`src/rtl/srv_icb_rr_sched.sv`:
```
// srv_icb_rr_sched
// Shares one downstream ICB port between G_US_NUM upstream requesters.
// Commands are granted round-robin, and the grant stays locked while the
// downstream side stalls. At most G_MPX transactions can be outstanding.
// An ID FIFO records the issue order, so each in-order response goes back
// to the requester that issued it.
// The block outputs only one-hot mux selects and handshakes. It does not
// carry any payload.
module srv_icb_rr_sched #(
    parameter int G_US_NUM = 2,
    parameter int G_MPX    = 2
) (
    input  logic                         clk,
    input  logic                         reset,
    output logic                         active,
    input  logic [G_US_NUM-1:0]          req_valid,
    output logic [G_US_NUM-1:0]          req_ready,
    output logic [G_US_NUM-1:0]          cmd_sel,
    output logic                         ds_cmd_valid,
    input  logic                         ds_cmd_ready,
    input  logic                         ds_resp_valid,
    output logic                         ds_resp_ready,
    output logic [G_US_NUM-1:0]          resp_sel,
    output logic [G_US_NUM-1:0]          us_resp_valid,
    input  logic [G_US_NUM-1:0]          us_resp_ready,
    output logic [$clog2(G_MPX+1)-1:0]   pend_cnt
);

    localparam int IW = (G_US_NUM > 1) ? $clog2(G_US_NUM) : 1;
    localparam int PW = (G_MPX > 1) ? $clog2(G_MPX) : 1;
    localparam int CW = $clog2(G_MPX + 1);

    // One-hot decode of a requester index.
    function automatic logic [G_US_NUM-1:0] onehot_f(input logic [IW-1:0] idx);
        logic [G_US_NUM-1:0] vec;
        vec = {G_US_NUM{1'b0}};
        for (int i = 0; i < G_US_NUM; i++) begin
            vec[i] = (idx == IW'(i));
        end
        return vec;
    endfunction

    // FIFO pointer increment that wraps at G_MPX-1. G_MPX need not be a power of 2.
    function automatic logic [PW-1:0] ptr_inc_f(input logic [PW-1:0] ptr);
        logic [PW-1:0] nxt;
        if (ptr == PW'(G_MPX - 1)) begin
            nxt = {PW{1'b0}};
        end else begin
            nxt = ptr + PW'(1);
        end
        return nxt;
    endfunction

    // Round-robin successor of a requester index.
    function automatic logic [IW-1:0] rr_inc_f(input logic [IW-1:0] idx);
        logic [IW-1:0] nxt;
        if (idx == IW'(G_US_NUM - 1)) begin
            nxt = {IW{1'b0}};
        end else begin
            nxt = idx + IW'(1);
        end
        return nxt;
    endfunction

    logic [IW-1:0]       rr_ptr_r;
    logic                lock_r;
    logic [IW-1:0]       lock_idx_r;
    logic [IW-1:0]       id_mem_r [G_MPX];
    logic [PW-1:0]       rd_ptr_r;
    logic [PW-1:0]       wr_ptr_r;
    logic [CW-1:0]       pend_cnt_r;

    logic [IW-1:0]       search_idx_s;
    logic [IW-1:0]       grant_s;
    logic                grant_vld_s;
    logic                full_s;
    logic [G_US_NUM-1:0] cmd_sel_s;
    logic                ds_cmd_valid_s;
    logic                cmd_fire_s;
    logic [IW-1:0]       head_s;
    logic [G_US_NUM-1:0] resp_sel_s;
    logic                ds_resp_ready_s;
    logic                resp_fire_s;

    assign full_s = (pend_cnt_r == CW'(G_MPX));

    // Find the first valid requester, starting at rr_ptr and wrapping around.
    always_comb begin
        logic [IW-1:0] idx_v;
        logic          found_v;
        found_v      = 1'b0;
        idx_v        = {IW{1'b0}};
        search_idx_s = {IW{1'b0}};
        for (int k = 0; k < G_US_NUM; k++) begin
            idx_v = IW'((int'(rr_ptr_r) + k) % G_US_NUM);
            if (!found_v && req_valid[idx_v]) begin
                found_v      = 1'b1;
                search_idx_s = idx_v;
            end else begin
                found_v = found_v;
            end
        end
    end

    // Choose the grant. A locked grant overrides the search so the
    // downstream valid/payload stay stable. A locked requester that drops
    // its valid produces no command.
    always_comb begin
        if (lock_r) begin
            grant_s = lock_idx_r;
        end else begin
            grant_s = search_idx_s;
        end
        grant_vld_s = req_valid[grant_s];
        if (grant_vld_s && !full_s) begin
            cmd_sel_s = onehot_f(grant_s);
        end else begin
            cmd_sel_s = {G_US_NUM{1'b0}};
        end
    end

    assign ds_cmd_valid_s = |cmd_sel_s;
    assign cmd_fire_s     = ds_cmd_valid_s & ds_cmd_ready;

    // Response routing follows the FIFO head. It is gated off when nothing is
    // outstanding, so a stray response or a same-cycle push cannot leak through.
    always_comb begin
        head_s = id_mem_r[rd_ptr_r];
        if (pend_cnt_r != {CW{1'b0}}) begin
            resp_sel_s = onehot_f(head_s);
        end else begin
            resp_sel_s = {G_US_NUM{1'b0}};
        end
    end

    assign ds_resp_ready_s = |(resp_sel_s & us_resp_ready);
    assign resp_fire_s     = ds_resp_valid & ds_resp_ready_s;

    // Arbitration state: lock while stalled, advance the round-robin pointer on fire.
    always_ff @(posedge clk or posedge reset) begin
        if (reset) begin
            rr_ptr_r   <= {IW{1'b0}};
            lock_r     <= 1'b0;
            lock_idx_r <= {IW{1'b0}};
        end else if (cmd_fire_s) begin
            lock_r   <= 1'b0;
            rr_ptr_r <= rr_inc_f(grant_s);
        end else if (ds_cmd_valid_s && !ds_cmd_ready) begin
            lock_r     <= 1'b1;
            lock_idx_r <= grant_s;
        end else if (lock_r && !req_valid[lock_idx_r]) begin
            lock_r <= 1'b0;
        end else begin
            lock_r <= lock_r;
        end
    end

    // ID FIFO: push the granted index on cmd fire, pop on resp fire.
    always_ff @(posedge clk or posedge reset) begin
        if (reset) begin
            rd_ptr_r <= {PW{1'b0}};
            wr_ptr_r <= {PW{1'b0}};
            for (int i = 0; i < G_MPX; i++) begin
                id_mem_r[i] <= {IW{1'b0}};
            end
        end else begin
            if (cmd_fire_s) begin
                id_mem_r[wr_ptr_r] <= grant_s;
                wr_ptr_r           <= ptr_inc_f(wr_ptr_r);
            end
            if (resp_fire_s) begin
                rd_ptr_r <= ptr_inc_f(rd_ptr_r);
            end
        end
    end

    // Outstanding count. A simultaneous push and pop leaves it unchanged.
    always_ff @(posedge clk or posedge reset) begin
        if (reset) begin
            pend_cnt_r <= {CW{1'b0}};
        end else begin
            case ({cmd_fire_s, resp_fire_s})
                2'b10:   pend_cnt_r <= pend_cnt_r + CW'(1);
                2'b01:   pend_cnt_r <= pend_cnt_r - CW'(1);
                default: pend_cnt_r <= pend_cnt_r;
            endcase
        end
    end

    assign cmd_sel       = cmd_sel_s;
    assign ds_cmd_valid  = ds_cmd_valid_s;
    assign req_ready     = cmd_sel_s & {G_US_NUM{ds_cmd_ready}};
    assign resp_sel      = resp_sel_s;
    assign us_resp_valid = resp_sel_s & {G_US_NUM{ds_resp_valid}};
    assign ds_resp_ready = ds_resp_ready_s;
    assign pend_cnt      = pend_cnt_r;
    assign active        = (pend_cnt_r != {CW{1'b0}}) | (|req_valid);

endmodule

```
`config.mk`:
```
export PLATFORM = sky130hd
export DESIGN_NAME = srv_icb_rr_sched
export DESIGN_NICKNAME = d
export VERILOG_FILES = /design/src/rtl/srv_icb_rr_sched.sv
export SDC_FILE = /design/constraint.sdc
export NUM_CORES = 1
export LEC_CHECK = 0
export BUFFER_PORTS_ARGS = -buffer_cell sky130_fd_sc_hd__buf_4
export CAP_MARGIN = 10
export CORE_AREA = 2 2 39 41
export DETAILED_ROUTE_END_ITERATION = 16
export DIE_AREA = 0 0 41 43
export PLACE_DENSITY = 0.71
export SYNTH_ARGS = -nofsm -noshare
export SYNTH_HDL_FRONTEND = slang
export SYNTH_SLANG_ARGS = --single-unit
export TNS_END_PERCENT = 5
```
`constraint.sdc`:
```
create_clock -name clk -period 3.5 [get_ports clk]
set_input_delay 0.175 -clock clk [delete_from_list [all_inputs] [get_ports clk]]
set_output_delay 0.175 -clock clk [all_outputs]
set_load 0.05 [all_outputs]
```
==> impl_metrics.env <==
export IMPL_clock_sinks=9
export IMPL_die_x_um=41
export IMPL_ctsResizeCount=0
export IMPL_met1_usage_pct=22.6
export IMPL_synth_top_flop_cell="dfrtp_1"
export IMPL_fillers=125
export IMPL_end_kind="primary output"
export IMPL_via_per_inst=5.17
export IMPL_drt_initial_drc_count=10
export IMPL_rows=14
export IMPL_tns_ps=0
export IMPL_syn2layout_area_growth_pct=32.6
export IMPL_synthesis_nets=72
export IMPL_fin_crit_sh_pct=50.3
export IMPL_grt_overflow=0
export IMPL_place_area_sq_um=773
export IMPL_synth_top_family_by_area="simple AND/OR/NAND/NOR gates"
export IMPL_drcViolationCount=0
export IMPL_hold_violations=0
export IMPL_timing_final_ws_setup_ps=1740
export IMPL_track_usage_pct=18.1
export IMPL_cts_made_buffers=3
export IMPL_max_cap_violations=0
export IMPL_grt_first_pass_wirelength_mm=2.10
export IMPL_synthAdderAreaFrac_pct=2.05
export IMPL_yosysMostFrequentCell="nor2_1"
export IMPL_cts_tree="yes"
export IMPL_io_pins=21
export IMPL_gp_congestion=0.694
export IMPL_ant_nets=0
export IMPL_place_hpwl_um=993
export IMPL_critPathMaxFanout=8
export IMPL_crit_type="flop to primary output"
export IMPL_finalSetupViolCount=0
export IMPL_grt_pass1_vias=496
export IMPL_use_met3_pct=7.85
export IMPL_synth_compound_area_share_pct=18.4
export IMPL_hold_class="input pin to flop"
export IMPL_drive_above_1_share_pct=31.0
export IMPL_io_buffers=20
export IMPL_min_path_cells=2
export IMPL_relSlewSlack_pct=73.9
export IMPL_synth_common_cells="nor2_1 (10), dfrtp_1 (9), nor2b_1 (4)"
export IMPL_fp_coreArea_sq_um=1380
export IMPL_grt_busiest_layer="met2"
export IMPL_totalWireLength_mm=1.27
export IMPL_skew_ps=6.80
export IMPL_fin_area_sq_um=810
export IMPL_syn_area_sq_um=611
export IMPL_antenna_found_initial=0
export IMPL_post_place_ws_ps=1750
export IMPL_num_antenna_cells=0
export IMPL_final_core_util_pct=58.5
export IMPL_clk_pin_slew_ps=60
export IMPL_start_util_pct=44.1
export IMPL_wire_per_inst_um=12.3
export IMPL_critPathArrivalTime_ps=1590
export IMPL_grt_max_degree=10
export IMPL_worstSkewPairLatency_ps=260
export IMPL_syn_avg_cell_area_sq_um=9.69
export IMPL_postCtsSetupBuffers=0
export IMPL_die_area_sq_um=1760
export IMPL_first_pass_iters=4
export IMPL_dieHeight_um=43
export IMPL_grtUsageMet2_pct=25.9
export IMPL_max_freq_mhz=568
export IMPL_synth_mux_area_share_pct=11.5
export IMPL_ys_async_sr_fraction_pct=100
export IMPL_cts_root_buffer="clkbuf_4"
export IMPL_yosysTopAreaCell="dfrtp_1"
export IMPL_h_tree_depth=1
export IMPL_synth_xor_area_share_pct=7.17
export IMPL_synth_top_area_share_pct=36.9
export IMPL_yosysWarnings=0
export IMPL_syn_inst=63
export IMPL_synth_cell_types=28
export IMPL_synth_seq_area_share_pct=36.9
export IMPL_synth_edf_count=0
export IMPL_worstMarginPinSlew_ps=392
export IMPL_nNetsFinal=97
export IMPL_dr_total_vias=533
export IMPL_cp_start_kind="flop"
export IMPL_rsz0062_at_grt="false"
export IMPL_rr_worst_depth=5
export IMPL_rrSetupSlack_ps=1750
export IMPL_ys_seq_elements=9
export IMPL_drv_slew=0
export IMPL_status="finished clean"
export IMPL_cp_required_ps=3320
export IMPL_fin_crit_ps=1760
export IMPL_yosys_area_share_simple_pct=20.9
export IMPL_cts_buffer_depth=2
export IMPL_holdBufCountCts=1
export IMPL_synth_area_leaders="dfrtp_1 (37%), nor2_1 (6.1%), mux2i_1 (4.9%)"
layer usage:
metal,share of wire [%],routed length (um)
met1,45,571
met2,51,645
met3,3.9,50
met4,0,0
met5,0,0
registers in the layout, summed over array words and instances, names as in the netlist:
signal / cells
lock_idx_r: 1
rr_ptr_r: 1
lock_r: 1
wr_ptr_r: 1
pend_cnt: 2
rd_ptr_r: 1
id_mem_r: 2
final timing paths:
| path | from | end |
|---|---|---|
| setup / recovery | lock_r | cmd_sel[0] |
| hold / removal | ds_cmd_ready | lock_idx_r |
| setup reg to reg | rd_ptr_r | pend_cnt[1] |
| hold reg to reg | rr_ptr_r | rr_ptr_r |
| max in group asynchronous | reset | rd_ptr_r |
| min in group asynchronous | reset | id_mem_r[0] |
worst max-delay path, stage by stage (launching register included):
cell	delay, ps
dfrtp_1	470
nor2b_1	90
a22oi_2	320
and4_1	250
buf_4	190
cell type report:
cell class	instances	area, sq um	area share, %
Tap cell	16	20.0	2.47
Multi-Input combinational cell	50	367	45.3
Clock buffer	4	26.3	3.25
Timing Repair Buffer	21	160	19.8
Inverter	3	11.3	1.39
Sequential cell	9	225	27.8
cells in the final DEF, fill, tap and decap left out, drive strengths merged, types with 2 or more instances in the layout:
master  instances
buf            20
clkbuf          4
dfrtp           9
inv             3
mux2            2
mux2i           4
nand2           3
nand2b          2
nor2           10
nor2b           4
o211ai          2
o31ai           3
o41ai           3
xnor2           3
xor2            2
logic make-up (layout without fill, tap and decap cells):
logic type	after synthesis	after routing
AO/OA/AOI/OAI	13	13
flip-flops	9	9
AND/OR/NAND/NOR	25	25
XOR/XNOR	5	5
buffers and inverters	4	28
multiplexers	6	6
adder cells (fa/ha/maj)	1	1
stage by stage:
stage	hold slack (ps)	instances
floorplan	2.92	63
CTS	135	103
global route	135	103
finish	139	103
global placement	167	98
detailed placement	156	98
Power is left out: the tool's default activity adds up to more than one toggle a clock period on the data nets, which glitch-free logic cannot reach.
